===== src/rtl/bio_cg_pkg.sv =====
// Shared types and default parameters for the clock-gate sequencer.
package bio_cg_pkg;

    typedef enum logic [1:0] {
        OFF  = 2'b00,
        WAKE = 2'b01,
        ON   = 2'b10,
        HOLD = 2'b11
    } cg_state_t;

    localparam int NCH_DEF      = 4;
    localparam int HOLD_W_DEF   = 8;
    localparam int WAKE_CYC_DEF = 2;

endpackage


===== src/rtl/bio_cg_rr_arb.sv =====
// Round-robin one-hot grant; the search starts at the pointer, and the pointer
// moves past the winner whenever a grant is issued.
module bio_cg_rr_arb #(
    parameter int N  = 4,
    parameter int PW = (N > 1) ? $clog2(N) : 1
) (
    input  logic          clk,
    input  logic          rst_n,
    input  logic [N-1:0]  cand_i,
    input  logic          en_i,
    output logic [N-1:0]  grant_o,
    output logic [PW-1:0] ptr_o
);

    logic [PW-1:0] ptr_q, ptr_d;
    logic          found;
    int            win;

    always_comb begin
        grant_o = '0;
        found   = 1'b0;
        win     = 0;
        for (int k = 0; k < N; k++) begin
            if (!found && cand_i[(int'(ptr_q) + k) % N]) begin
                found = 1'b1;
                win   = (int'(ptr_q) + k) % N;
            end
        end
        if (en_i && found) grant_o[win] = 1'b1;
        ptr_d = (en_i && found) ? PW'((win + 1) % N) : ptr_q;
    end

    always_ff @(posedge clk or negedge rst_n) begin
        if (!rst_n) ptr_q <= '0;
        else        ptr_q <= ptr_d;
    end

    assign ptr_o = ptr_q;

endmodule


===== src/rtl/bio_clkgate_ctrl.sv =====
// Sequences NCH ICG enables from run requests: staggered wake with settle delay,
// idle hold-off before gating, registered enable/ack/busy outputs.
module bio_clkgate_ctrl
    import bio_cg_pkg::*;
#(
    parameter int NCH      = NCH_DEF,
    parameter int HOLD_W   = HOLD_W_DEF,
    parameter int WAKE_CYC = WAKE_CYC_DEF
) (
    input  logic              clk,
    input  logic              resetn,
    input  logic [NCH-1:0]    req,
    input  logic [NCH-1:0]    force_on,
    input  logic [HOLD_W-1:0] hold_cyc,
    input  logic              test_en,
    output logic [NCH-1:0]    icg_en,
    output logic              icg_se,
    output logic [NCH-1:0]    clk_ack,
    output logic              wake_busy
);

    localparam int WCW = $clog2(WAKE_CYC + 1);
    localparam int PW  = (NCH > 1) ? $clog2(NCH) : 1;

    logic [NCH-1:0] run, cand, grant, in_wake, nxt_wake;
    logic [PW-1:0]  rr_ptr;
    logic           wake_busy_q;

    assign run = req | force_on;

    // Grants only while nothing is waking, so a channel leaving WAKE on one edge
    // leaves one idle cycle before the next wake starts.
    bio_cg_rr_arb #(.N(NCH), .PW(PW)) u_arb (
        .clk     (clk),
        .rst_n   (resetn),
        .cand_i  (cand),
        .en_i    (~|in_wake),
        .grant_o (grant),
        .ptr_o   (rr_ptr)
    );

    for (genvar i = 0; i < NCH; i++) begin : g_ch
        cg_state_t         st_q, st_d;
        logic [WCW-1:0]    wcnt_q, wcnt_d;
        logic [HOLD_W-1:0] hcnt_q, hcnt_d;
        logic              en_q, ack_q;

        always_comb begin
            st_d   = st_q;
            wcnt_d = wcnt_q;
            hcnt_d = hcnt_q;
            case (st_q)
                OFF: if (grant[i]) begin
                    st_d   = WAKE;
                    wcnt_d = WCW'(WAKE_CYC - 1);
                end
                WAKE: if (wcnt_q == '0) st_d = ON;
                      else              wcnt_d = wcnt_q - WCW'(1);
                ON: if (!run[i]) begin
                    if (hold_cyc != '0) begin
                        st_d   = HOLD;
                        hcnt_d = hold_cyc;
                    end else begin
                        st_d = OFF;
                    end
                end
                HOLD: if (run[i])                   st_d = ON;
                      else if (hcnt_q == HOLD_W'(1)) st_d = OFF;
                      else                           hcnt_d = hcnt_q - HOLD_W'(1);
                default: st_d = OFF;
            endcase
        end

        always_ff @(posedge clk or negedge resetn) begin
            if (!resetn) begin
                st_q   <= OFF;
                wcnt_q <= '0;
                hcnt_q <= '0;
                en_q   <= 1'b0;
                ack_q  <= 1'b0;
            end else begin
                st_q   <= st_d;
                wcnt_q <= wcnt_d;
                hcnt_q <= hcnt_d;
                en_q   <= (st_d != OFF);
                ack_q  <= (st_d == ON) || (st_d == HOLD);
            end
        end

        assign cand[i]     = run[i] && (st_q == OFF);
        assign in_wake[i]  = (st_q == WAKE);
        assign nxt_wake[i] = (st_d == WAKE);
        assign icg_en[i]   = en_q;
        assign clk_ack[i]  = ack_q;
    end

    always_ff @(posedge clk or negedge resetn) begin
        if (!resetn) wake_busy_q <= 1'b0;
        else         wake_busy_q <= |nxt_wake;
    end

    assign wake_busy = wake_busy_q;
    assign icg_se    = test_en;

    logic unused_ptr;
    assign unused_ptr = ^rr_ptr;

endmodule


===== config.mk =====
export PLATFORM = sky130hd
export DESIGN_NAME = bio_clkgate_ctrl
export DESIGN_NICKNAME = d
export VERILOG_FILES = /design/src/rtl/bio_cg_pkg.sv /design/src/rtl/bio_cg_rr_arb.sv /design/src/rtl/bio_clkgate_ctrl.sv
export SDC_FILE = /design/constraint.sdc
export NUM_CORES = 1
export LEC_CHECK = 0
export BUFFER_PORTS_ARGS = -buffer_cell sky130_fd_sc_hd__buf_2
export CAP_MARGIN = 20
export CORE_MARGIN = 3
export CORE_UTILIZATION = 54
export DETAILED_ROUTE_END_ITERATION = 12
export HOLD_SLACK_MARGIN = 0.06
export MAX_ROUTING_LAYER = met4
export PLACE_DENSITY = 0.76
export SLEW_MARGIN = 20
export SYNTH_ARGS = -nofsm -noshare
export SYNTH_HDL_FRONTEND = slang
export SYNTH_SLANG_ARGS = --single-unit

===== constraint.sdc =====
create_clock -name clk -period 2.3 [get_ports clk]
set_input_delay 0.115 -clock clk [delete_from_list [all_inputs] [get_ports clk]]
set_output_delay 0.115 -clock clk [all_outputs]
set_load 0.03 [all_outputs]

==> results.yml, run 1 <==
cts:
  cts_buffers: 5
  clkLatencyLatePin_ns: 0.32
  cts_tree: "done"
  clk_pin_slew_ns: 0.10
  root_buffer: "clkbuf_8"
  clockBufferDepth: 2
  htreeDepth: 2
  cts_sinks: 55
  post_cts_resized: 0
synthesis:
  synth_flop_cell: "dfrtp_1"
  synth_compound_area_share_pct: 24.7
  synth_fa_ha_area_share_pct: 4.29
  ys_seq_elements: 55
  synth_xor_area_share_pct: 0.250
  synth-edff-count: 0
  synth_cell_types: 55
  syn-cell-area_um2: 3500
  yosys-mux-area-fraction_pct: 3.15
  ys_warn_count: 0
  synthArstFlopShare_pct: 100
  synth_top_family_by_area: "compound AO/OA/AOI/OAI gates"
  synthSimpleGateAreaFrac_pct: 21.4
  syn_avg_cell_area_um2: 8.61
  synthCells: 406
  syn_nets: 437
  yosysSeqAreaShare_pct: 39.4
critical_path:
  start_kind: "flip-flop"
  crit_type: "flip-flop to flip-flop"
  regToRegStartpoint: "g_ch[1].st_q[0]"
  critical_path.endpoint_type: "flip-flop"
  critPathMaxFanout: 4
  critPathArrivalTime_ns: 2.35
  crit_path_start: "g_ch[1].st_q[0]"
  cp_data_required_time_ns: 2.51
pwr:
  internal_power_w: 0.00254
  clkPwrFrac_pct: 13.3
  power.switching_w: 0.00196
  p_leak_nw: 1.68
  cellPowerDensity_nw_per_um2: 1170
  vdd_drop_max_mv: 0.790
  p_sw_share_pct: 43.5
  p_comb_share_pct: 49.1
  p_seq_share_pct: 37.6
timing:
  rsz0062_at_grt: "no"
  final_hold_viol_count: 0
  max_slew.worst_pin.slew_ns: 0.719
  setup_viol: 0
  timing.slew.headroom_pct: 52.1
  period_share_pct: 93.0
  slew_violations: 0
  fmax_ghz: 0.467
  min_period_ns: 2.14
  skew_ns: 0.00743
  finalSetupTns_ns: 0
routing:
  wl_per_cell_um: 15.9
  postRouteAntennaNets: 0
  drtIter0Drc: 169
  via_count: 3057
  firstDrtPassIters: 6
  viasPerCell: 5.97
  postRouteWirelength_um: 8120
  drc: 0
hold_path:
  hold_path.startpoint: "hold_cyc[0]"
  min_path_type: "input port to flip-flop"
die:
  rows: 28
  io_pins: 29
  die-area_um2: 7480
  start_util_pct: 57.4
  core_area_um2: 6100
  dieHeight_um: 86.5
  die_w_um: 86.5
final_layout:
  drive_gt1_share_pct: 17.6
  finalNonFillerCells: 512
  final_net_count: 467
  fill_cells: 526
  area_growth_pct: 9.70
  diodes: 0
global_routing:
  grt_busiest_layer: "met2"
  grt_pass1_wl_um: 13400
  track_usage_pct: 23.4
  grt_antenna_before_repair: 0
  gr-usage-met3_pct: 4.85
  grt_pass1_vias: 2799
  grtUsageMet2_pct: 36.8
  grt_max_degree: 56
  grt-ovfl-total: 0
  grtUsageMet1_pct: 30.6
run:
  maxCapViolations: 0
placement:
  gp_congestion: 0.879
  port_buffers: 26
  dpl.hpwl_um: 5920
  dp_cells: 503
status:
  status: "finished clean"
sequential cells by signal, summed over array words and instances, names as in the netlist:
| name | cells |
|---|---|
| g_ch.hcnt_q | 32 |
| g_ch.wcnt_q | 8 |
| g_ch.ack_q | 4 |
| g_ch.en_q | 4 |
| g_ch.st_q | 4 |
| u_arb.ptr_o | 2 |
| wake_busy | 1 |
per-stage QoR:
stage	power [W]	util (%)	setup WS [ns]	area (um^2)	hold slack, ns
floorplan	0.00335	-	0.153	3500	-0.181
global placement	0.00382	61.1	0.239	3730	0.231
detailed placement	0.00389	61.1	0.201	3730	0.231
CTS	0.00449	62.9	0.166	3840	0.0902
global route	0.00487	62.9	0.0811	3840	0.107
finish	0.00450	62.9	0.160	3840	0.0945
critical path: stages (launching register included):
cell	delay (ns)
dfrtp_1	0.40
or2_4	0.26
o2111a_1	0.25
a311o_1	0.35
nor3_4	0.32
a21oi_2	0.14
mux2_4	0.31
worst paths after layout:
kind                                           to  slack [ns]  depth (start not counted)
worst max-delay path            g_ch[3].wcnt_q[1]        0.16                          6
worst min-delay path            g_ch[2].hcnt_q[0]        0.09                          3
worst max register to register  g_ch[3].wcnt_q[1]        0.16                          6
worst min register to register  g_ch[3].wcnt_q[1]        0.52                          1
max in group asynchronous       g_ch[2].hcnt_q[2]        1.36                          3
min in group asynchronous       g_ch[1].wcnt_q[1]        0.45                          3
power by group through the flow:
stage | logic, W | registers, W | clock network, W
final | 0.00221 | 0.00169 | 0.000597
after global routing | 0.00247 | 0.00175 | 0.000646
after CTS | 0.00220 | 0.00168 | 0.000612
after detailed placement | 0.00219 | 0.00170 | 0
after global placement | 0.00213 | 0.00169 | 0
after floorplan | 0.00171 | 0.00165 | 0
cell usage in the layout (no fill, tap or decap), drive strengths merged, types with 2 or more instances in the layout:
cell type / instances
buf: 48
nand3: 6
o22a: 5
o211ai: 2
a22oi: 9
or3: 3
and2: 4
o21ai: 42
a211oi: 5
o2111ai: 2
nor3b: 4
inv: 21
a21oi: 44
mux2i: 5
o31ai: 2
nor4: 3
nor2: 62
nor3: 20
nand2b: 9
and3: 2
o22ai: 3
dfrtp: 55
nand2: 29
ha: 12
or4: 3
nand4: 2
or2: 4
mux2: 4
clkbuf: 8
o21bai: 3
cell usage after synthesis (2+ instances only):
library cell	number	area [um^2]
o2111ai_4	2	52.6
a211oi_1	5	37.5
mux2_4	4	60.1
nor3b_1	4	30.0
or3_1	3	18.8
nor3_1	19	95.1
buf_2	2	10.0
a21oi_2	4	35.0
buf_4	12	90.1
o211ai_1	2	15.0
and2_1	4	25.0
nand2_1	29	109
nor4_1	3	18.8
or4_1	2	15.0
o31ai_1	2	15.0
dfrtp_1	55	1380
nor2_1	61	229
ha_1	12	150
o21ai_0	42	210
a21oi_1	39	195
nand3_1	6	30.0
o22ai_1	3	18.8
inv_1	21	78.8
nand2b_1	9	56.3
o21bai_1	2	15.0
clkbuf_1	10	37.5
nand4_1	2	12.5
and3_1	2	12.5
mux2i_1	5	50.1
a22oi_1	9	67.6
buf_6	2	22.5
or2_2	2	12.5
o22a_1	5	43.8
logic make-up (layout without fill, tap and decap cells):
| family | Yosys count | count (layout) |
|---|---|---|
| AND/OR/NAND/NOR | 155 | 155 |
| AO/OA/AOI/OAI | 127 | 127 |
| adder cells (fa/ha/maj) | 12 | 12 |
| buffers and inverters | 47 | 78 |
| XOR/XNOR | 1 | 1 |
| multiplexers | 9 | 9 |
| flip-flops | 55 | 55 |
layer usage:
metal	share of wire, %	wire length, um
met4	1.8	146
met5	0	0
met1	46	3710
met3	5.1	416
met2	47	3850
area by class of cell:
type,instances,area (um^2),share of cell area (%)
Tap cell,75,93.8,2.45
Clock buffer,8,100,2.61
Inverter,21,78.8,2.05
Timing Repair Buffer,49,305,7.96
Sequential cell,55,1380,35.9
Multi-Input combinational cell,304,1880,49.1
repair_timing:
item                                   in CTS  in global routing
endpoints found under the hold margin      55                  0
setup endpoints to repair                   0                  0
hold buffers                                1                  0
buffers inserted                            0                  0
(Power assumes the default switching activity.)
==> inputs of run 2 (changes only) <==
==> constraint.sdc (replaced) <==
create_clock -name clk -period 2.3 [get_ports clk]
set_input_delay 0.23 -clock clk [delete_from_list [all_inputs] [get_ports clk]]
set_output_delay 0.23 -clock clk [all_outputs]
set_load 0.03 [all_outputs]
==> results.yml, run 2 (synthesized netlist as in run 1, its figures left out) <==
critical_path:
  start_kind: "flip-flop"
  crit_type: "flip-flop to flip-flop"
  critical_path.endpoint_type: "flip-flop"
  cp_data_required_time_ns: 2.51
  critPathArrivalTime_ns: 2.35
  critPathMaxFanout: 5
routing:
  drtIter0Drc: 131
  postRouteAntennaNets: 0
  postRouteWirelength_um: 7890
  via_count: 3012
  wl_per_cell_um: 15.3
  viasPerCell: 5.83
  drc: 0
  firstDrtPassIters: 4
global_routing:
  grt-ovfl-total: 0
  grt_max_degree: 23
  track_usage_pct: 22.9
  grt_antenna_before_repair: 0
  grt_pass1_wl_um: 13200
  grt_pass1_vias: 2765
final_layout:
  largestRegisters: "g_ch.hcnt_q: 32 flops, g_ch.wcnt_q: 8 flops"
  diodes: 0
  final_cell_mix: "nor2_1 (61), dfrtp_1 (55), o21ai_0 (42), a21oi_1 (39), nand2_1 (29)"
  drive_gt1_share_pct: 18.8
  area_growth_pct: 10.7
  top_register: "g_ch.hcnt_q"
  final_net_count: 472
  mostFrequentLayoutCell: "nor2_1"
  largest_reg_flops: 32
  fill_cells: 524
die:
  die-area_um2: 7480
  rows: 28
  die_w_um: 86.5
  dieHeight_um: 86.5
  core_area_um2: 6100
  start_util_pct: 57.4
  io_pins: 29
cts:
  htreeDepth: 2
  clockBufferDepth: 2
  cts_tree: "done"
  clkLatencyLatePin_ns: 0.32
  ctsHoldBuffers: 1
  post_cts_resized: 0
  cts_sinks: 55
  root_buffer: "clkbuf_8"
  cts_buffers: 5
  post_cts_buffers: 0
  clk_pin_slew_ns: 0.10
placement:
  port_buffers: 26
  gp_congestion: 0.873
  dpl.hpwl_um: 6060
  dpl_worst_slack_ns: 0.128
timing:
  skew_ns: 0.00724
  period_share_pct: 92.9
  finalSetupTns_ns: 0
  layout_setup_ws_ns: 0.163
  timing.slew.headroom_pct: 56.5
  slew_violations: 0
  setup_viol: 0
  max_slew.worst_pin.slew_ns: 0.646
  final_hold_viol_count: 0
  min_period_ns: 2.14
  rsz0062_at_grt: "no"
  fmax_ghz: 0.468
pwr:
  vdd_drop_max_mv: 0.695
  cellPowerDensity_nw_per_um2: 1150
  clkPwrFrac_pct: 12.8
  p_comb_share_pct: 49.0
  p_leak_nw: 1.70
  internal_power_w: 0.00252
  p_sw_share_pct: 43.6
  power.switching_w: 0.00195
  p_seq_share_pct: 38.2
status:
  status: "finished clean"
hold_path:
  min_path_type: "input port to flip-flop"
run:
  maxCapViolations: 0
run 2: cell types whose count changed in the layout (fill, tap and decap cells not counted):
cell / before / now
buf_4: 22 / 27
clkbuf_1: 1 / 0
clkbuf_8: 7 / 6
clkinv_4: 0 / 1
clkinvlp_4: 0 / 1
run 2: final cells by class:
type | instances | area [um^2] | area share, %
well taps | 75 | 93.8 | 2.42
repair buffers | 54 | 343 | 8.85
multi-input cells | 304 | 1880 | 48.6
clock buffers | 6 | 82.6 | 2.13
clock inverters | 2 | 16.3 | 0.420
flip-flops and latches | 55 | 1380 | 35.5
inverters | 21 | 78.8 | 2.04
run 2: worst paths after layout:
kind	endpoint	slack, ns	from	cells past startpoint
worst max-delay path	g_ch[3].wcnt_q[1]	0.16	g_ch[0].st_q[0]	6
worst min-delay path	g_ch[2].hcnt_q[3]	0.26	hold_cyc[3]	3
worst max register to register	g_ch[3].wcnt_q[1]	0.16	g_ch[0].st_q[0]	6
worst min register to register	g_ch[0].wcnt_q[1]	0.52	g_ch[0].wcnt_q[1]	1
max in group asynchronous	g_ch[3].hcnt_q[3]	1.21	resetn	3
min in group asynchronous	g_ch[1].en_q	0.40	resetn	2
run 2: power by group through the flow:
| stage | combinational (W) | sequential (W) | clock [W] |
|---|---|---|---|
| 2_1_floorplan | 0.00171 | 0.00165 | 0 |
| 3_3_place_gp | 0.00210 | 0.00171 | 0 |
| 3_5_place_dp | 0.00218 | 0.00171 | 0 |
| 4_1_cts | 0.00219 | 0.00170 | 0.000596 |
| 5_1_grt | 0.00245 | 0.00176 | 0.000628 |
| 6_report | 0.00219 | 0.00171 | 0.000573 |
run 2: routing by layer:
metal | routed length [um] | GRT usage [%] | vias up
met4 | 121 | 7.37 | 0
met2 | 3720 | 35.8 | 56
met1 | 3740 | 30.7 | 1441
met3 | 305 | 3.52 | 12
li1 | - | - | 1503
met5 | 0 | - | -
run 2: critical path: stages, from the launching register on:
cell	delay (ns)
dfrtp_1	0.39
or2_2	0.35
or3_1	0.35
a21oi_2	0.27
nor3_4	0.10
a21oi_2	0.25
mux2_4	0.33
run 2: stage by stage:
stage	std cells	hold slack (ns)	utilization (%)	area, um^2	power, W
after floorplan	406	-0.0656	-	3500	0.00335
after global placement	508	0.220	61.7	3760	0.00381
after detailed placement	508	0.222	61.7	3760	0.00390
after CTS	517	0.246	63.5	3870	0.00449
after global routing	517	0.254	63.5	3870	0.00485
final	517	0.259	63.5	3870	0.00447
==> inputs of run 3 (changes only) <==
Settings changed: CORE_UTILIZATION 54 to 50, PLACE_DENSITY 0.76 to 0.71.
==> results.yml, run 3 (synthesized netlist as in run 1, its figures left out) <==
pwr:
  vdd_drop_max_mv: 0.631
  cellPowerDensity_nw_per_um2: 1140
  p_total_w: 0.00448
  p_leak_nw: 1.71
critical_path:
  r2r_slack_ns: 0.18
  regToRegStartpoint: "g_ch[0].st_q[0]"
  critPathArrivalTime_ns: 2.31
  critical_path.endpoint_type: "flip-flop"
  rr_worst_depth: 6
  crit_type: "flip-flop to flip-flop"
  cp_data_required_time_ns: 2.49
  r2r-end: "g_ch[3].wcnt_q[1]"
  critPathMaxFanout: 5
  start_kind: "flip-flop"
cts:
  clk_pin_slew_ns: 0.09
  root_buffer: "clkbuf_8"
  htreeDepth: 2
  cts_sinks: 55
  clkLatencyLatePin_ns: 0.31
  cts_tree: "done"
  clockBufferDepth: 2
  post_cts_resized: 0
  cts_buffers: 5
final_layout:
  diodes: 0
  drive_gt1_share_pct: 18.6
  finalNonFillerCells: 535
  final_net_count: 472
  final_cell_mix: "nor2_1 (61), dfrtp_1 (55), o21ai_0 (42), a21oi_1 (39), nand2_1 (29)"
  multi_input_area_um2: 1880
  top_register: "g_ch.hcnt_q"
  final-seq-area_um2: 1380
  area_growth_pct: 12.1
  fill_cells: 599
  largest_reg_flops: 32
  largestRegisters: "g_ch.hcnt_q: 32 flops, g_ch.wcnt_q: 8 flops"
  mostFrequentLayoutCell: "nor2_1"
global_routing:
  track_usage_pct: 22.3
  grt_antenna_before_repair: 0
  grt_pass1_vias: 2823
  grt_pass1_wl_um: 13600
  grt-ovfl-total: 0
  grt_max_degree: 56
routing:
  viasPerCell: 5.63
  wl_per_cell_um: 14.7
  postRouteAntennaNets: 0
  firstDrtPassIters: 5
  drtIter0Drc: 155
  drc: 0
  via_count: 3011
  postRouteWirelength_um: 7840
die:
  die-area_um2: 8030
  start_util_pct: 53.2
  dieHeight_um: 89.6
  rows: 29
  io_pins: 29
  core_area_um2: 6570
  die_w_um: 89.6
timing:
  finalSetupTns_ns: 0
  skew_ns: 0.00688
  max_slew.worst_pin.slew_ns: 0.708
  fmax_ghz: 0.472
  layout_setup_ws_ns: 0.183
  setup_viol: 0
  timing.slew.headroom_pct: 52.4
  rsz0062_at_grt: "no"
  period_share_pct: 92.1
  holdWs_ns: 0.205
  min_period_ns: 2.12
  final_hold_viol_count: 0
  slew_violations: 0
hold_path:
  min_path_type: "input port to flip-flop"
  hold_path.startpoint: "hold_cyc[0]"
  whs_endpoint: "g_ch[0].hcnt_q[0]"
  worstHoldPathCells: 3
placement:
  port_buffers: 26
  dpl.hpwl_um: 5960
  dpl_worst_slack_ns: 0.140
  dp_cells: 526
  gp_congestion: 0.895
status:
  status: "finished clean"
run:
  maxCapViolations: 0
-- run 3: worst max path at each step --
stage | from | to | depth (start not counted)
final | g_ch[0].st_q[0] | g_ch[3].wcnt_q[1] | 6
after global routing | g_ch[1].hcnt_q[4] | g_ch[1].hcnt_q[2] | 6
after CTS | g_ch[0].st_q[0] | g_ch[3].wcnt_q[1] | 6
after detailed placement | hold_cyc[0] | g_ch[1].en_q | 7
after global placement | hold_cyc[0] | g_ch[2].hcnt_q[3] | 7
after floorplan | g_ch[1].st_q[0] | g_ch[0].wcnt_q[1] | 7
-- run 3: critical path, cell delays in order (launching register included) --
cell      delay, ns
dfrtp_1        0.39
or2_2          0.35
o32ai_1        0.25
a21boi_0       0.16
o22a_1         0.31
a21oi_2        0.24
mux2_4         0.32
-- run 3: area by class of cell --
cell class | count | share of cell area (%)
flip-flops and latches | 55 | 35.1
clock buffers | 8 | 2.55
inverters | 21 | 2.01
repair buffers | 54 | 9.38
well taps | 93 | 2.97
multi-input cells | 304 | 48.0
-- run 3: through the flow --
stage | cell area (um^2) | util (%)
final | 3920 | 59.7
after global routing | 3920 | 59.7
after CTS | 3920 | 59.7
after detailed placement | 3810 | 58.0
after global placement | 3810 | 58.0
after floorplan | 3500 | -
-- run 3: routing by layer --
| layer | wire (um) | global-route usage [%] |
|---|---|---|
| met2 | 3700 | 35.0 |
| met5 | 0 | - |
| met1 | 3660 | 30.5 |
| met3 | 366 | 3.28 |
| met4 | 116 | 5.01 |
-- run 3: power breakdown --
| group | internal, W | switching (W) | total [W] |
|---|---|---|---|
| clock | 0.000276 | 0.000310 | 0.000586 |
| sequential | 0.00136 | 0.000333 | 0.00169 |
| combinational | 0.000933 | 0.00127 | 0.00220 |
| total | 0.00257 | 0.00191 | 0.00448 |
-- run 3: repair_timing --
item,in CTS,in global routing
endpoints found under the hold margin,55,0
hold buffers,1,0
setup buffers,0,0
